`src/rtl/bsg_axis_packet_arbiter.sv`:
```
// Packet-atomic round-robin AXI-Stream arbiter feeding a 2-entry registered FIFO.
// Optional stall-timeout detector enabled by defining BSG_AXIS_ARB_TIMEOUT_EN.
`ifndef BSG_SAFE_CLOG2
`define BSG_SAFE_CLOG2(x) (((x) <= 1) ? 1 : $clog2(x))
`endif

module bsg_axis_packet_arbiter #(
  parameter int num_in_p     = 2,
  parameter int data_width_p = 64,
  parameter int timeout_p    = 1024,
  localparam int lg_in_lp    = `BSG_SAFE_CLOG2(num_in_p),
  localparam int keep_w_lp   = data_width_p / 8
) (
  input  logic                              aclk_i,
  input  logic                              areset_i,
  input  logic [num_in_p-1:0]               s_tvalid_i,
  output logic [num_in_p-1:0]               s_tready_o,
  input  logic [num_in_p*data_width_p-1:0]  s_tdata_i,
  input  logic [num_in_p*keep_w_lp-1:0]     s_tkeep_i,
  input  logic [num_in_p-1:0]               s_tlast_i,
  output logic                              m_tvalid_o,
  input  logic                              m_tready_i,
  output logic [data_width_p-1:0]           m_tdata_o,
  output logic [keep_w_lp-1:0]              m_tkeep_o,
  output logic                              m_tlast_o,
  output logic [lg_in_lp-1:0]               m_tid_o,
  output logic                              error_o
);

  typedef struct packed {
    logic [data_width_p-1:0] data;
    logic [keep_w_lp-1:0]    keep;
    logic                    last;
    logic [lg_in_lp-1:0]     id;
  } beat_s;

  typedef enum logic {eIDLE, eLOCKED} state_e;

  logic [num_in_p-1:0][data_width_p-1:0] s_data;
  logic [num_in_p-1:0][keep_w_lp-1:0]    s_keep;

  for (genvar i = 0; i < num_in_p; i++) begin : g_unpack
    assign s_data[i] = s_tdata_i[i*data_width_p +: data_width_p];
    assign s_keep[i] = s_tkeep_i[i*keep_w_lp +: keep_w_lp];
  end

  // (a + b) mod num_in_p, valid for a, b < num_in_p
  function automatic logic [lg_in_lp-1:0] add_mod(input logic [lg_in_lp-1:0] a, input int b);
    logic [lg_in_lp:0] s;
    s = {1'b0, a} + (lg_in_lp+1)'(b);
    if (s >= (lg_in_lp+1)'(num_in_p)) s = s - (lg_in_lp+1)'(num_in_p);
    return s[lg_in_lp-1:0];
  endfunction

  state_e              state_q, state_d;
  logic [lg_in_lp-1:0] rr_q, rr_d, grant_q, grant_d;
  logic [lg_in_lp-1:0] cand, sel;
  logic                cand_v, sel_v, enq, deq, sel_last;

  logic [1:0] count_q, count_d;
  logic       space_q, space_d;
  beat_s      head_q, head_d, tail_q, tail_d, in_beat;

  always_comb begin
    cand   = rr_q;
    cand_v = 1'b0;
    for (int k = 0; k < num_in_p; k++) begin
      if (!cand_v && s_tvalid_i[add_mod(rr_q, k)]) begin
        cand   = add_mod(rr_q, k);
        cand_v = 1'b1;
      end
    end
  end

  assign sel      = (state_q == eLOCKED) ? grant_q : cand;
  assign sel_v    = (state_q == eLOCKED) | cand_v;
  assign sel_last = s_tlast_i[sel];
  assign enq      = space_q & sel_v & s_tvalid_i[sel];
  assign deq      = (count_q != 2'd0) & m_tready_i;

  always_ff @(posedge aclk_i or posedge areset_i) begin
    if (areset_i) begin
      state_q <= eIDLE;
      rr_q    <= '0;
      grant_q <= '0;
    end else begin
      state_q <= state_d;
      rr_q    <= rr_d;
      grant_q <= grant_d;
    end
  end

  always_comb begin
    state_d = state_q;
    rr_d    = rr_q;
    grant_d = grant_q;
    case (state_q)
      eIDLE: if (enq) begin
        if (sel_last) rr_d = add_mod(cand, 1);
        else begin
          grant_d = cand;
          state_d = eLOCKED;
        end
      end
      eLOCKED: if (enq && sel_last) begin
        state_d = eIDLE;
        rr_d    = add_mod(grant_q, 1);
      end
      default: state_d = eIDLE;
    endcase
  end

  // Readiness depends only on registered space, never on m_tready_i.
  always_comb begin
    s_tready_o = '0;
    if (sel_v && space_q) s_tready_o[sel] = 1'b1;
  end

  assign in_beat = '{data: s_data[sel], keep: s_keep[sel], last: sel_last, id: sel};

  always_comb begin
    head_d  = head_q;
    tail_d  = tail_q;
    count_d = count_q + {1'b0, enq} - {1'b0, deq};
    case (count_q)
      2'd0: if (enq) head_d = in_beat;
      2'd1: begin
        if (enq && deq) head_d = in_beat;
        else if (enq)   tail_d = in_beat;
      end
      default: if (deq) begin
        head_d = tail_q;
        if (enq) tail_d = in_beat;
      end
    endcase
    space_d = (count_d < 2'd2);
  end

  always_ff @(posedge aclk_i or posedge areset_i) begin
    if (areset_i) begin
      count_q <= '0;
      space_q <= 1'b0;
      head_q  <= '0;
      tail_q  <= '0;
    end else begin
      count_q <= count_d;
      space_q <= space_d;
      head_q  <= head_d;
      tail_q  <= tail_d;
    end
  end

  assign m_tvalid_o = (count_q != 2'd0);
  assign m_tdata_o  = head_q.data;
  assign m_tkeep_o  = head_q.keep;
  assign m_tlast_o  = head_q.last;
  assign m_tid_o    = head_q.id;

`ifdef BSG_AXIS_ARB_TIMEOUT_EN
  localparam int cnt_w_lp = $clog2(timeout_p + 1);
  logic [cnt_w_lp-1:0] tcnt_q, tcnt_d;
  logic                err_q;

  // Saturates at the limit so the flag cannot be missed by wrap-around.
  always_comb begin
    tcnt_d = tcnt_q;
    if (state_q != eLOCKED || enq) tcnt_d = '0;
    else if (!s_tvalid_i[grant_q] && tcnt_q != cnt_w_lp'(timeout_p)) tcnt_d = tcnt_q + 1'b1;
  end

  always_ff @(posedge aclk_i or posedge areset_i) begin
    if (areset_i) begin
      tcnt_q <= '0;
      err_q  <= 1'b0;
    end else begin
      tcnt_q <= tcnt_d;
      err_q  <= err_q | (tcnt_q == cnt_w_lp'(timeout_p));
    end
  end

  assign error_o = err_q;
`else
  logic unused_timeout;
  assign unused_timeout = (timeout_p == 0);
  assign error_o        = 1'b0;
`endif

endmodule

```
`config.mk`:
```
export PLATFORM = sky130hd
export DESIGN_NAME = bsg_axis_packet_arbiter
export DESIGN_NICKNAME = d
export VERILOG_FILES = /design/src/rtl/bsg_axis_packet_arbiter.sv
export SDC_FILE = /design/constraint.sdc
export NUM_CORES = 1
export LEC_CHECK = 0
export CAP_MARGIN = 20
export CELL_PAD_IN_SITES_DETAIL_PLACEMENT = 1
export CELL_PAD_IN_SITES_GLOBAL_PLACEMENT = 1
export CORE_ASPECT_RATIO = 0.8
export CORE_MARGIN = 5
export CORE_UTILIZATION = 36
export DETAILED_ROUTE_END_ITERATION = 7
export GPL_TIMING_DRIVEN = 0
export PLACE_DENSITY_LB_ADDON = 0.25
export SKIP_LAST_GASP = 1
export SLEW_MARGIN = 20
export SYNTH_ARGS = -nofsm -noshare
export SYNTH_HDL_FRONTEND = slang
export SYNTH_SLANG_ARGS = --single-unit
export TNS_END_PERCENT = 5
```
`constraint.sdc`:
```
create_clock -name aclk_i -period 7.4 [get_ports aclk_i]
set_input_delay 1.85 -clock aclk_i [delete_from_list [all_inputs] [get_ports aclk_i]]
set_output_delay 1.85 -clock aclk_i [all_outputs]
set_load 0.01 [all_outputs]
```
==> results.yml <==
drt:
  finalWirelength_mm: 32.7
  drt-initial-drc-count: 620
  vias: 8413
  firstDrtPassIters: 8
  wire_per_inst_um: 22.9
  ant_nets: 0
  avgViaCountPerCell: 5.87
  drc: 0
floorplanning:
  dieHeight_um: 145
  die_x_um: 178
  core_area_sq_mm: 0.0224
  num_rows: 49
  start_util_pct: 36.5
  io_pins: 229
  design.die.area_sq_mm: 0.0258
setup_path:
  critPathMaxFanout: 6
  critPathSlowestCell: "clkdlybuf4s50_1"
  r2r_start: "count_q[1]"
  path_cells: "clkdlybuf4s50_1, a21bo_2, mux2i_1, and2_1, clkdlybuf4s50_1"
  start_kind: "input port"
  worstSetupPathType: "in2out"
  path_common_cell: "clkdlybuf4s50_1"
  reg2reg_slack_ns: 4.81
  cpPeakStageDelay_ns: 0.63
  cp.arrival_ns: 3.65
  r2r_end: "m_tdata_o[26]"
  worstRegToRegCells: 6
  cp.required_ns: 5.55
  worst_setup_path_end_kind: "output pin"
synth:
  yosys.area_share.adder_pct: 0.306
  synth_compound_area_share_pct: 31.2
  synth-seq-cells: 154
  synthCells: 868
  synthFlopType: "dfrtp_1"
  synth.area.mux_share_pct: 3.60
  synth_xor_area_share_pct: 0.214
  yosys_warnings: 0
  ys_async_sr_fraction_pct: 100
  synth_nets: 1021
  yosysSeqAreaShare_pct: 47.2
  yosys.area_share.simple_pct: 12.0
  netlist_area_sq_mm: 0.00817
  synth_cell_types: 40
  syn_area_per_cell_sq_um: 9.41
  synth_top_family_by_area: "compound AO/OA/AOI/OAI gates"
  synth_edf_count: 0
global_routing:
  grt_start_max_net_pins: 79
  first_global_vias: 8772
  grt_pass1_wl_mm: 49.9
  overflow: 0
  track_usage_pct: 24.8
  antenna_found_initial: 0
clocking:
  htreeDepth: 4
  cts_num_sinks: 154
  clk_path_buf_depth: 2
  cts_buffers: 17
  cts.repair.resized: 0
  cts_hold_buf: 0
  clk_root_buffer_cell: "clkbuf_16"
  clkTransAtPathRegs_ns: 0.06
  clk_latency_ns: 0.42
  cts_setup_buffers: 0
  cts_tree: "done"
sta:
  worst_slack_ns: 1.90
  fmax_ghz: 0.182
  fin_skew_ns: 0.0121
  final_max_slew_viol_count: 0
  fin_setup_tns_ns: 0
  setup_viol: 0
  hold_violations: 0
  rsz0062_at_grt: "false"
  worst_slew_pin_slew_ns: 0.865
  relSlewSlack_pct: 42.3
  fin_crit_sh_pct: 74.3
  fin_crit_ns: 5.50
finish:
  syn_to_final_growth_pct: 40.3
  drive_gt1_share_pct: 7.81
  diodes: 0
  nNetsFinal: 1268
  fillers: 2563
pwr:
  leakage_uw: 0.00470
  power_density_mw_per_mm2: 443
  power.total_uw: 5080
  ir_worst_vdd_mv: 0.172
worst_hold_path:
  worstHoldStart: "tail_q[49]"
  hold_path_class: "reg2reg"
  min_path_cells: 1
  min_to: "tail_q[49]"
placement:
  hpwl_mm: 23.6
  place_congestion: 0.817
  io_buffers: 227
  pre_cts_slack_ns: 1.94
run_status:
  run_status: "finished, final reports clean"
flow_run:
  cap_violations: 0
## cell usage after synthesis, drive strengths merged (5+ instances only)
library cell	number	share of area, %
dfrtp	154	47
o211ai	22	2.0
inv	7	0.32
a221o	22	2.7
a21oi	107	6.6
o211a	52	6.4
mux2	24	3.3
and3	22	1.7
o22ai	50	3.8
nand2	148	6.8
nor2b	5	0.38
nor2	53	2.4
buf	33	2.1
clkbuf	65	3.0
o2111ai	72	7.7
## layer usage
layer | wire [um] | vias to the layer above | global-route usage, %
met5 | 0 | - | 0
met4 | 435 | 0 | 6.02
met3 | 2080 | 35 | 4.81
met2 | 15000 | 301 | 38.3
met1 | 15300 | 4302 | 36.3
li1 | - | 3775 | -
## worst max path at each step
stage                          endpoint  slack, ns     startpoint
after global routing      s_tready_o[0]       1.82  s_tvalid_i[0]
after global placement    m_tdata_o[11]      -0.82       areset_i
final                     s_tready_o[0]       1.90  s_tvalid_i[0]
after floorplan               async pin       1.40       areset_i
after detailed placement  s_tready_o[0]       1.94  s_tvalid_i[0]
after CTS                 s_tready_o[0]       1.91  s_tvalid_i[0]
## cells by family after synthesis
kind of cell    after synthesis
buf+inv                     105
flops                       154
mux                          26
compound gates              342
other cells                   1
xor+xnor                      2
fa+ha+maj                     2
simple gates                236
## metrics by stage
step           std cells  utilization [%]  area (sq um)  hold WS [ns]
2_1_floorplan        868                -          8170         0.472
3_3_place_gp        1401             48.4         10800         0.479
3_5_place_dp        1402             48.5         10900         0.490
4_1_cts             1433             51.2         11500         0.505
5_1_grt             1433             51.2         11500         0.517
6_report            1433             51.2         11500         0.504
## layout by cell type (no fill, tap or decap), types with 2 or more instances in the layout
| cell type | synthesis | final |
|---|---|---|
| ha_1 | 2 | 2 |
| clkbuf_16 | 0 | 17 |
| o211ai_1 | 22 | 22 |
| nor2_1 | 53 | 53 |
| buf_4 | 5 | 5 |
| inv_6 | 0 | 3 |
| o32a_1 | 2 | 2 |
| clkdlybuf4s50_1 | 0 | 227 |
| a221o_1 | 22 | 22 |
| clkinvlp_4 | 0 | 3 |
| inv_1 | 7 | 6 |
| bufinv_16 | 0 | 3 |
| o22ai_1 | 50 | 50 |
| xnor2_1 | 2 | 2 |
| a31oi_1 | 3 | 3 |
| o31ai_1 | 3 | 3 |
| clkinv_4 | 0 | 3 |
| o211a_1 | 52 | 52 |
| mux2_2 | 24 | 24 |
| a21bo_2 | 2 | 2 |
| and3_1 | 22 | 22 |
| nor2b_1 | 5 | 5 |
| dfrtp_1 | 154 | 154 |
| buf_2 | 19 | 19 |
| and2_1 | 4 | 4 |
| buf_1 | 8 | 8 |
| nand2_1 | 148 | 148 |
| a21oi_1 | 106 | 106 |
| clkbuf_1 | 65 | 67 |
| o2111ai_1 | 72 | 72 |
## state kept, by name, indices dropped and copies added (netlist names), named ones only
signal / count
tail_q: 74
m_tdata_o: 64
m_tkeep_o: 8
count_q: 2
grant_q: 1
m_tid_o: 1
m_tlast_o: 1
rr_q: 1
space_q: 1
## worst max-delay path: cells and delay by family
kind                   cells  cell delay [ns]
buffers and inverters      2             1.22
AND/OR/NAND/NOR            1             0.14
multiplexers               1             0.14
AO/OA/AOI/OAI              1             0.29
## final cells by class
| type | count | area (sq um) | area share (%) |
|---|---|---|---|
| Multi-Input combinational cell | 609 | 3870 | 33.8 |
| Sequential cell | 154 | 3850 | 33.6 |
| Timing Repair Buffer | 228 | 2300 | 20.1 |
| Clock buffer | 19 | 433 | 3.78 |
| Buffer | 98 | 418 | 3.65 |
| Tap cell | 306 | 383 | 3.34 |
| Clock inverter | 12 | 165 | 1.44 |
| Inverter | 7 | 33.8 | 0.295 |
## power breakdown
| group | total (uW) | internal [uW] | switching [uW] |
|---|---|---|---|
| combinational | 2640 | 1130 | 1510 |
| sequential | 1530 | 1270 | 260 |
| clock | 909 | 534 | 375 |
Note: power is estimated with default switching activity, not from simulation.
